===== src/rtl/pc_sequencer_if.sv =====
// Instruction-memory fetch bus: one outstanding request, response arrives later.
// The sequencer drives the request side; memory drives ready/valid/rdata.
interface pc_sequencer_if;
    logic        imem_req;
    logic [31:0] imem_addr;
    logic        imem_ready;
    logic        imem_valid;
    logic [31:0] imem_rdata;

    modport master (
        output imem_req,
        output imem_addr,
        input  imem_ready,
        input  imem_valid,
        input  imem_rdata
    );

    modport slave (
        input  imem_req,
        input  imem_addr,
        output imem_ready,
        output imem_valid,
        output imem_rdata
    );
endinterface


===== src/rtl/pc_sequencer.sv =====
// Fetch-side PC owner: picks the next PC, runs the single-outstanding imem
// handshake, hands words to decode and squashes wrong-path responses.
module pc_sequencer #(
    parameter logic [31:0] RESET_PC   = 32'h0000_0000,
    parameter logic [31:0] EXC_VECTOR = 32'h0000_0080
) (
    input  logic                  clk,
    input  logic                  rst_n,
    input  logic                  stall,
    input  logic                  jump,
    input  logic [31:0]           jump_address,
    input  logic                  branch_taken,
    input  logic [31:0]           branch_target,
    input  logic                  exception,
    input  logic [31:0]           exc_pc,
    pc_sequencer_if.master        mem,
    output logic                  instr_valid,
    output logic [31:0]           instr,
    output logic [31:0]           instr_pc,
    output logic [31:0]           pc,
    output logic [31:0]           epc,
    output logic                  flush,
    output logic                  misaligned
);

    typedef enum logic [1:0] {
        ST_IDLE,
        ST_REQ,
        ST_WAIT,
        ST_DRAIN
    } state_t;

    state_t      state;
    state_t      next_state;
    logic        redirect;
    logic [31:0] target;
    logic        req;
    logic        handshake;
    logic        capture;

    // Redirect priority: exception over taken branch over jump.
    always_comb begin
        redirect = exception | branch_taken | jump;
        target   = jump_address;
        if (exception) begin
            target = EXC_VECTOR;
        end else if (branch_taken) begin
            target = branch_target;
        end
    end

    always_ff @(posedge clk or negedge rst_n) begin
        if (!rst_n) begin
            state <= ST_IDLE;
        end else begin
            state <= next_state;
        end
    end

    // A response is only trusted in WAIT; a redirect turns any accepted
    // address into wrong-path, which DRAIN then swallows.
    always_comb begin
        next_state = state;
        req        = 1'b0;
        handshake  = 1'b0;
        capture    = 1'b0;
        case (state)
            ST_IDLE: begin
                next_state = ST_REQ;
            end
            ST_REQ: begin
                req       = !(instr_valid && stall);
                handshake = req && mem.imem_ready;
                if (handshake) begin
                    next_state = redirect ? ST_DRAIN : ST_WAIT;
                end
            end
            ST_WAIT: begin
                if (mem.imem_valid) begin
                    capture    = !redirect;
                    next_state = ST_REQ;
                end else if (redirect) begin
                    next_state = ST_DRAIN;
                end
            end
            ST_DRAIN: begin
                if (mem.imem_valid) begin
                    next_state = ST_REQ;
                end
            end
            default: begin
                next_state = ST_IDLE;
            end
        endcase
    end

    assign mem.imem_req  = req;
    assign mem.imem_addr = pc;

    always_ff @(posedge clk or negedge rst_n) begin
        if (!rst_n) begin
            pc         <= RESET_PC;
            epc        <= 32'h0;
            flush      <= 1'b0;
            misaligned <= 1'b0;
        end else begin
            flush      <= redirect;
            misaligned <= redirect && (target[1:0] != 2'b00);
            if (redirect) begin
                pc <= target & ~32'h3;
            end else if (capture) begin
                pc <= pc + 32'd4;
            end
            if (exception) begin
                epc <= exc_pc;
            end
        end
    end

    // The decode slot is held under stall but a redirect always empties it.
    always_ff @(posedge clk or negedge rst_n) begin
        if (!rst_n) begin
            instr_valid <= 1'b0;
            instr       <= 32'h0;
            instr_pc    <= 32'h0;
        end else begin
            if (redirect) begin
                instr_valid <= 1'b0;
            end else if (capture) begin
                instr_valid <= 1'b1;
            end else if (!stall) begin
                instr_valid <= 1'b0;
            end
            if (capture) begin
                instr    <= mem.imem_rdata;
                instr_pc <= pc;
            end
        end
    end

endmodule


===== src/flat_wrapper.sv =====
// flat-port wrapper written by rule: the top's interface ports become plain ports
module pc_sequencer_flat 
#(
    parameter logic [31:0] RESET_PC   = 32'h0000_0000,
    parameter logic [31:0] EXC_VECTOR = 32'h0000_0080
)
  (clk, rst_n, stall, jump, jump_address, branch_taken, branch_target, exception, exc_pc, instr_valid, instr, instr_pc, pc, epc, flush, misaligned, mem_imem_req, mem_imem_addr, mem_imem_ready, mem_imem_valid, mem_imem_rdata);
  pc_sequencer_if mem_i ();
  input  logic clk;
  input  logic rst_n;
  input  logic stall;
  input  logic jump;
  input  logic [31:0] jump_address;
  input  logic branch_taken;
  input  logic [31:0] branch_target;
  input  logic exception;
  input  logic [31:0] exc_pc;
  output logic instr_valid;
  output logic [31:0] instr;
  output logic [31:0] instr_pc;
  output logic [31:0] pc;
  output logic [31:0] epc;
  output logic flush;
  output logic misaligned;
  output wire logic [$bits(mem_i.imem_req)-1:0] mem_imem_req;
  output wire logic [$bits(mem_i.imem_addr)-1:0] mem_imem_addr;
  input wire logic [$bits(mem_i.imem_ready)-1:0] mem_imem_ready;
  input wire logic [$bits(mem_i.imem_valid)-1:0] mem_imem_valid;
  input wire logic [$bits(mem_i.imem_rdata)-1:0] mem_imem_rdata;
  assign mem_imem_req = mem_i.imem_req;
  assign mem_imem_addr = mem_i.imem_addr;
  assign mem_i.imem_ready = mem_imem_ready;
  assign mem_i.imem_valid = mem_imem_valid;
  assign mem_i.imem_rdata = mem_imem_rdata;
  pc_sequencer #(.RESET_PC(RESET_PC), .EXC_VECTOR(EXC_VECTOR)) u_core (.clk(clk), .rst_n(rst_n), .stall(stall), .jump(jump), .jump_address(jump_address), .branch_taken(branch_taken), .branch_target(branch_target), .exception(exception), .exc_pc(exc_pc), .mem(mem_i), .instr_valid(instr_valid), .instr(instr), .instr_pc(instr_pc), .pc(pc), .epc(epc), .flush(flush), .misaligned(misaligned));
endmodule

===== config.mk =====
export PLATFORM = sky130hd
export DESIGN_NAME = pc_sequencer_flat
export DESIGN_NICKNAME = d
export VERILOG_FILES = /design/src/rtl/pc_sequencer_if.sv /design/src/rtl/pc_sequencer.sv /design/src/flat_wrapper.sv
export SDC_FILE = /design/constraint.sdc
export NUM_CORES = 1
export LEC_CHECK = 0
export CELL_PAD_IN_SITES_DETAIL_PLACEMENT = 1
export CELL_PAD_IN_SITES_GLOBAL_PLACEMENT = 2
export CORE_MARGIN = 4
export CORE_UTILIZATION = 25
export DETAILED_ROUTE_END_ITERATION = 7
export GPL_TIMING_DRIVEN = 1
export PLACE_DENSITY = 0.81
export SYNTH_ARGS = -nofsm -noshare
export SYNTH_HDL_FRONTEND = slang
export SYNTH_SLANG_ARGS = --single-unit

===== constraint.sdc =====
create_clock -name clk -period 2.3 [get_ports clk]
set_clock_uncertainty 0.1 [all_clocks]
set_input_delay 0.46 -clock clk [delete_from_list [all_inputs] [get_ports clk]]
set_output_delay 0.46 -clock clk [all_outputs]
set_load 0.005 [all_outputs]

-- After elaboration in Yosys (flattened, before gate mapping)
Cells that the tools add are included.
- add/subtract/negate cells: 1
- bitwise operators: 2
- reductions and logical operators: 9
- muxes and demuxes: 16
- eq/ne operators: 7
- operators with widths (operator ; number):
    $mux W32 ; 4
    $add A32 B3 Y32 const B ; 1
    $mux W2 ; 4
    $pmux W2 S4 ; 1
    $mux W1 ; 7
    $eq A2 B2 Y1 const B ; 2
    $reduce_bool A2 Y1 ; 2
    $logic_and A1 B1 Y1 ; 3
    $ne A3 B1 Y1 const B ; 1
    $ne A3 B2 Y1 const B ; 1
    $reduce_and A3 Y1 ; 1
    $eq A2 B1 Y1 const B ; 1
    $logic_not A1 Y1 ; 2
    $logic_not A2 Y1 ; 1
    $ne A2 B1 Y1 const B ; 1
    $ne A2 B2 Y1 const B ; 1
    $or A1 B1 Y1 ; 2
- logic and storage cells: 43
- output and inout port bits: 164
- input port bits: 136
- flip-flop bits (word level): 133

-- Logic depth before layout (Yosys ltp)
- word-level depth: 7
- gate-level depth with buffers: 8

-- Worst setup path after synthesis
OpenSTA, ideal clock, no wires.
- kind: in2reg
- start point: input exception
- end point: register u_core.instr[10]
- stages on the path: 6
- setup time: 0.125 ns
- buffers on the path: 2
- required time: 2.075 ns
- data arrival time: 1.869 ns
- slack: 0.206 ns
- cells stage by stage: clkbuf_1 nor3_1 inv_1 nor2_1 buf_2 mux2_2
- cells in the longest elaborated chain, start to end: 5
- RTL lines (what ; line ; RTL):
    start, declared ; flat_wrapper.sv:16 ; input logic exception;
    $or A1 B1 Y1 (2 in series) ; pc_sequencer.sv:43 ; redirect = exception | branch_taken | jump;
    $logic_not A1 Y1 ; pc_sequencer.sv:80 ; capture = !redirect;
    $mux W1 ; pc_sequencer.sv:79 ; if (mem.imem_valid) begin
    $mux W1 ; pc_sequencer.sv:67 ; case (state)
    end signal, assigned ; pc_sequencer.sv:135 ; instr <= mem.imem_rdata;
    end, declared ; pc_sequencer.sv:18 ; output logic [31:0] instr,
No other way between the ends.
A chain may end at the register's enable or synchronous reset.

-- Worst setup path after layout
- start point: register u_core.state[1]
- end point: register u_core.pc[26] (netlist: u_core.mem.imem_addr[26])
- cells in the longest elaborated chain, start to end: 3
- RTL lines (what ; line ; RTL):
    start, declared ; pc_sequencer.sv:33 ; state_t state;
    start signal, assigned ; pc_sequencer.sv:56 ; state <= next_state;
    $eq A2 B2 Y1 ; pc_sequencer.sv:67 ;
    $mux W1 ; pc_sequencer.sv:67 ;
    $reduce_bool A2 Y1 (no source line) ; n/a ;
    end signal, assigned ; pc_sequencer.sv:110 ; pc <= target & ~32'h3;
    end signal, assigned ; pc_sequencer.sv:112 ; pc <= pc + 32'd4;
    end, declared ; pc_sequencer.sv:20 ; output logic [31:0] pc,
No other way between the ends.

==> out/results.txt <==
Worst-case clock buffer depth = 2
Startpoint Class = flip-flop
Kind of critical path = flip-flop to flip-flop
Worst r2r src = u_core.state[1]
Number of flops mapped to enable cells by yosys = 0
R2R setup slack = 160 ps
Total power = 7580 µW
Post-DRT Antenna Nets = 0
First-pass GRT wire length = 37500 µm
CP Cell Sequence = buf_4, ha_1, a2111o_1, and3_1, a31o_2, a221oi_1, nor3_1
Final worst path period share = 93.0%
Total wire length = 23800 µm
Critical path arrival = 2310 ps
Reg2reg end = u_core.mem.imem_addr[26]
CP Buf/Inv Count = 1
Setup TNS = 0 ps
Sink Count = 129
Worst Tran Pin Value = 580 ps
Final Max Tran Viols = 0
WHS = 382 ps
Clock-pin slew on the worst setup and hold paths = 60 ps
Hold Path Sink = u_core.mem.imem_addr[7]
First-pass DRT Iterations = 5
Nets = 1002
Final Util = 42.2%
DR vias = 5542
Reg area = 3230 µm²
Layout cells sized above 1 = 23.7%
Area of the multi-input gates = 2660 µm²
Final HPWL DP = 18500 µm
Hold Crit Class = input pin to flip-flop
Largest net degree at the start of global routing = 46
Relative slew slack = 61.3%
CP top delay family = compound AO/OA/AOI/OAI gates
R2R depth = 7
Static Leak = 0.00450 µW
Residual DRC = 0
CTS tree = done
Vias in the first global route = 6326
Root buf cell = clkbuf_16
RSZ-0062 raised after global routing = no
H-tree levels = 4
Syn Inst Count = 546
Ys Warns = 0
DR iter-0 viols = 175
Top_reg_cell synth = dfrtp_1
Avg Cell Area, Syn = 11.5 µm²
Netlist cell types = 47
Register bit total from synthesis = 129
Floorplan row count = 57
Clk Latency, worst-skew pair = 420 ps
Clock buffer count from CTS = 17
Die width = 166 µm
Status = complete, no violations
Fillers = 2682
Max-cap violations = 0
Register area share after synthesis = 51.4%
Maximum vdd ir drop = 0.435 mV
FMAX = 0.467 GHz
Crit path max-delay cell type = a2111o_1
HP Start = exception
Final hold violations = 0
Layout area overhead = 64.9%
Crit end category = flip-flop
Core footprint = 24500 µm²
PortBufs = 293
Cell Area, Synth = 6280 µm²
CP max FO = 6
Fin crit period = 2140 ps
GRT Util Overall = 17.2%
Routed WL per cell = 19.8 µm
Final setup vio count = 0
Initial Util = 25.6%
FFs w/ async S/R, synth = 100%
I/O pin count = 300
Die H = 166 µm
Die ar. = 27700 µm²
Vias per inst = 4.62
CP required = 2470 ps
GPL Wtd Cong = 0.781
WHS Path Cells = 3
Initial antenna violation count = 2
P per Cell Area = 732 nW/µm²
GRT overflow = 0
Max incr delay on CP = 400 ps
[per-layer routing]
layer	part of all wire, %	global-route usage, %	wire length (µm)
met5	0.084	0	20
met4	1.1	4.27	271
met3	8.0	6.73	1910
met2	50	30.0	12000
met1	40	20.0	9600
[through the flow]
stage / cell area (µm²) / setup WS, ps / instances
2_1_floorplan: 6300 / 206 / 551
3_3_place_gp: 9740 / -97.1 / 1165
3_5_place_dp: 9740 / -152 / 1165
4_1_cts: 10300 / 22.0 / 1199
5_1_grt: 10400 / 42.0 / 1200
6_report: 10400 / 160 / 1200
[worst max-delay path by stage]
stage	endpoint	slack, ps	start	depth (start not counted)
final	u_core.mem.imem_addr[26]	160	u_core.state[1]	7
after global routing	u_core.mem.imem_addr[30]	40	u_core.state[1]	8
after CTS	mem_imem_req	20	u_core.state[1]	4
after detailed placement	u_core.mem.imem_addr[7]	-150	mem_imem_valid	7
after global placement	u_core.mem.imem_addr[7]	-100	mem_imem_valid	7
after floorplan	u_core.instr[10]	210	exception	6
[kinds of logic (layout without fill, tap and decap cells)]
group / Yosys count / count (layout) / synth area share (%)
DFF: 129 / 129 / 51.4
other: 1 / 7 / 0.0597
muxes: 118 / 118 / 20.8
buffers and inverters: 72 / 396 / 6.66
xor gates and xnor gates: 7 / 7 / 0.977
and+or+nand+nor: 123 / 123 / 9.69
AOI/OAI and AO/OA: 92 / 92 / 9.57
adders and majority gates: 4 / 4 / 0.797
[synthesized netlist by cell type (2+ instances only)]
master    number  share of area [%]
o21ai_0        9               0.72
buf_4         36                4.3
nand3b_1       3               0.36
buf_2          9               0.72
nand2_1       29                1.7
clkbuf_1      12               0.72
a211oi_1       2               0.24
nor2_1        38                2.3
o22a_1         8                1.1
a21oi_1       34                2.7
xor2_1         6               0.84
mux2i_1       17                2.7
inv_1          8               0.48
mux2_2        96                 17
o22ai_1        7               0.70
and2_1         4               0.40
a221oi_1       2               0.28
o21bai_1       2               0.24
o21a_1         4               0.48
or2_2          2               0.20
and3_1         8               0.80
a311oi_1       3               0.42
ha_1           4               0.80
nor3_1        13                1.0
a31o_2         2               0.28
nand4_1       10                1.0
nor4_1         2               0.20
dfrtp_1      129                 51
mux2_1         5               0.90
a31oi_1        9               0.90
o31ai_1        2               0.24
a41oi_1        3               0.42
buf_1          6               0.36
nand3_1        9               0.72
[worst register-to-register path: cells and delay by family (launching register included)]
| family | cells | cell delay, ps |
|---|---|---|
| buffers and inverters | 1 | 150 |
| adders and majority gates | 1 | 260 |
| AOI/OAI and AO/OA | 3 | 870 |
| and+or+nand+nor | 2 | 240 |
| DFF | 1 | 380 |
[area by class of cell]
class / instances / area share [%]
Inverter: 8 / 0.290
Clock inverter: 13 / 1.34
Multi-Input combinational cell: 350 / 25.7
Tap cell: 324 / 3.92
Sequential cell: 129 / 31.2
Antenna cell: 1 / 0.0242
Clock buffer: 19 / 4.28
Timing Repair Buffer: 356 / 33.2
[sequential cells by signal, indices dropped and copies added, names as in the netlist]
name	count
u_core.instr_pc	30
u_core.mem.imem_addr	30
u_core.epc	32
u_core.misaligned	1
u_core.instr	32
u_core.instr_valid	1
u_core.state	2
u_core.flush	1
[timing repair]
| action | CTS | global route |
|---|---|---|
| endpoints found under the hold margin | 27 | 0 |
| gates resized for setup | 1 | 3 |
| hold buffers | 1 | 0 |
| buffers inserted | 1 | 0 |
| endpoints found under the setup margin | 1 | 3 |
[layout by cell type, fill, tap and decap left out, types with 13 or more instances in the layout]
cell,n
buf_4,59
nor2_1,37
mux2i_1,17
nand2_1,28
mux2_2,96
nor3_1,13
clkbuf_16,17
dfrtp_1,128
a21oi_1,34
clkdlybuf4s50_1,289
[power by group]
| part | total, µW | internal [µW] | leakage (µW) | switching, µW |
|---|---|---|---|---|
| registers | 2850 | 2640 | 0.00168 | 214 |
| logic | 2000 | 1310 | 0.00253 | 686 |
| clock network | 2720 | 1560 | 0.000284 | 1160 |
(Power assumes the default switching activity.)
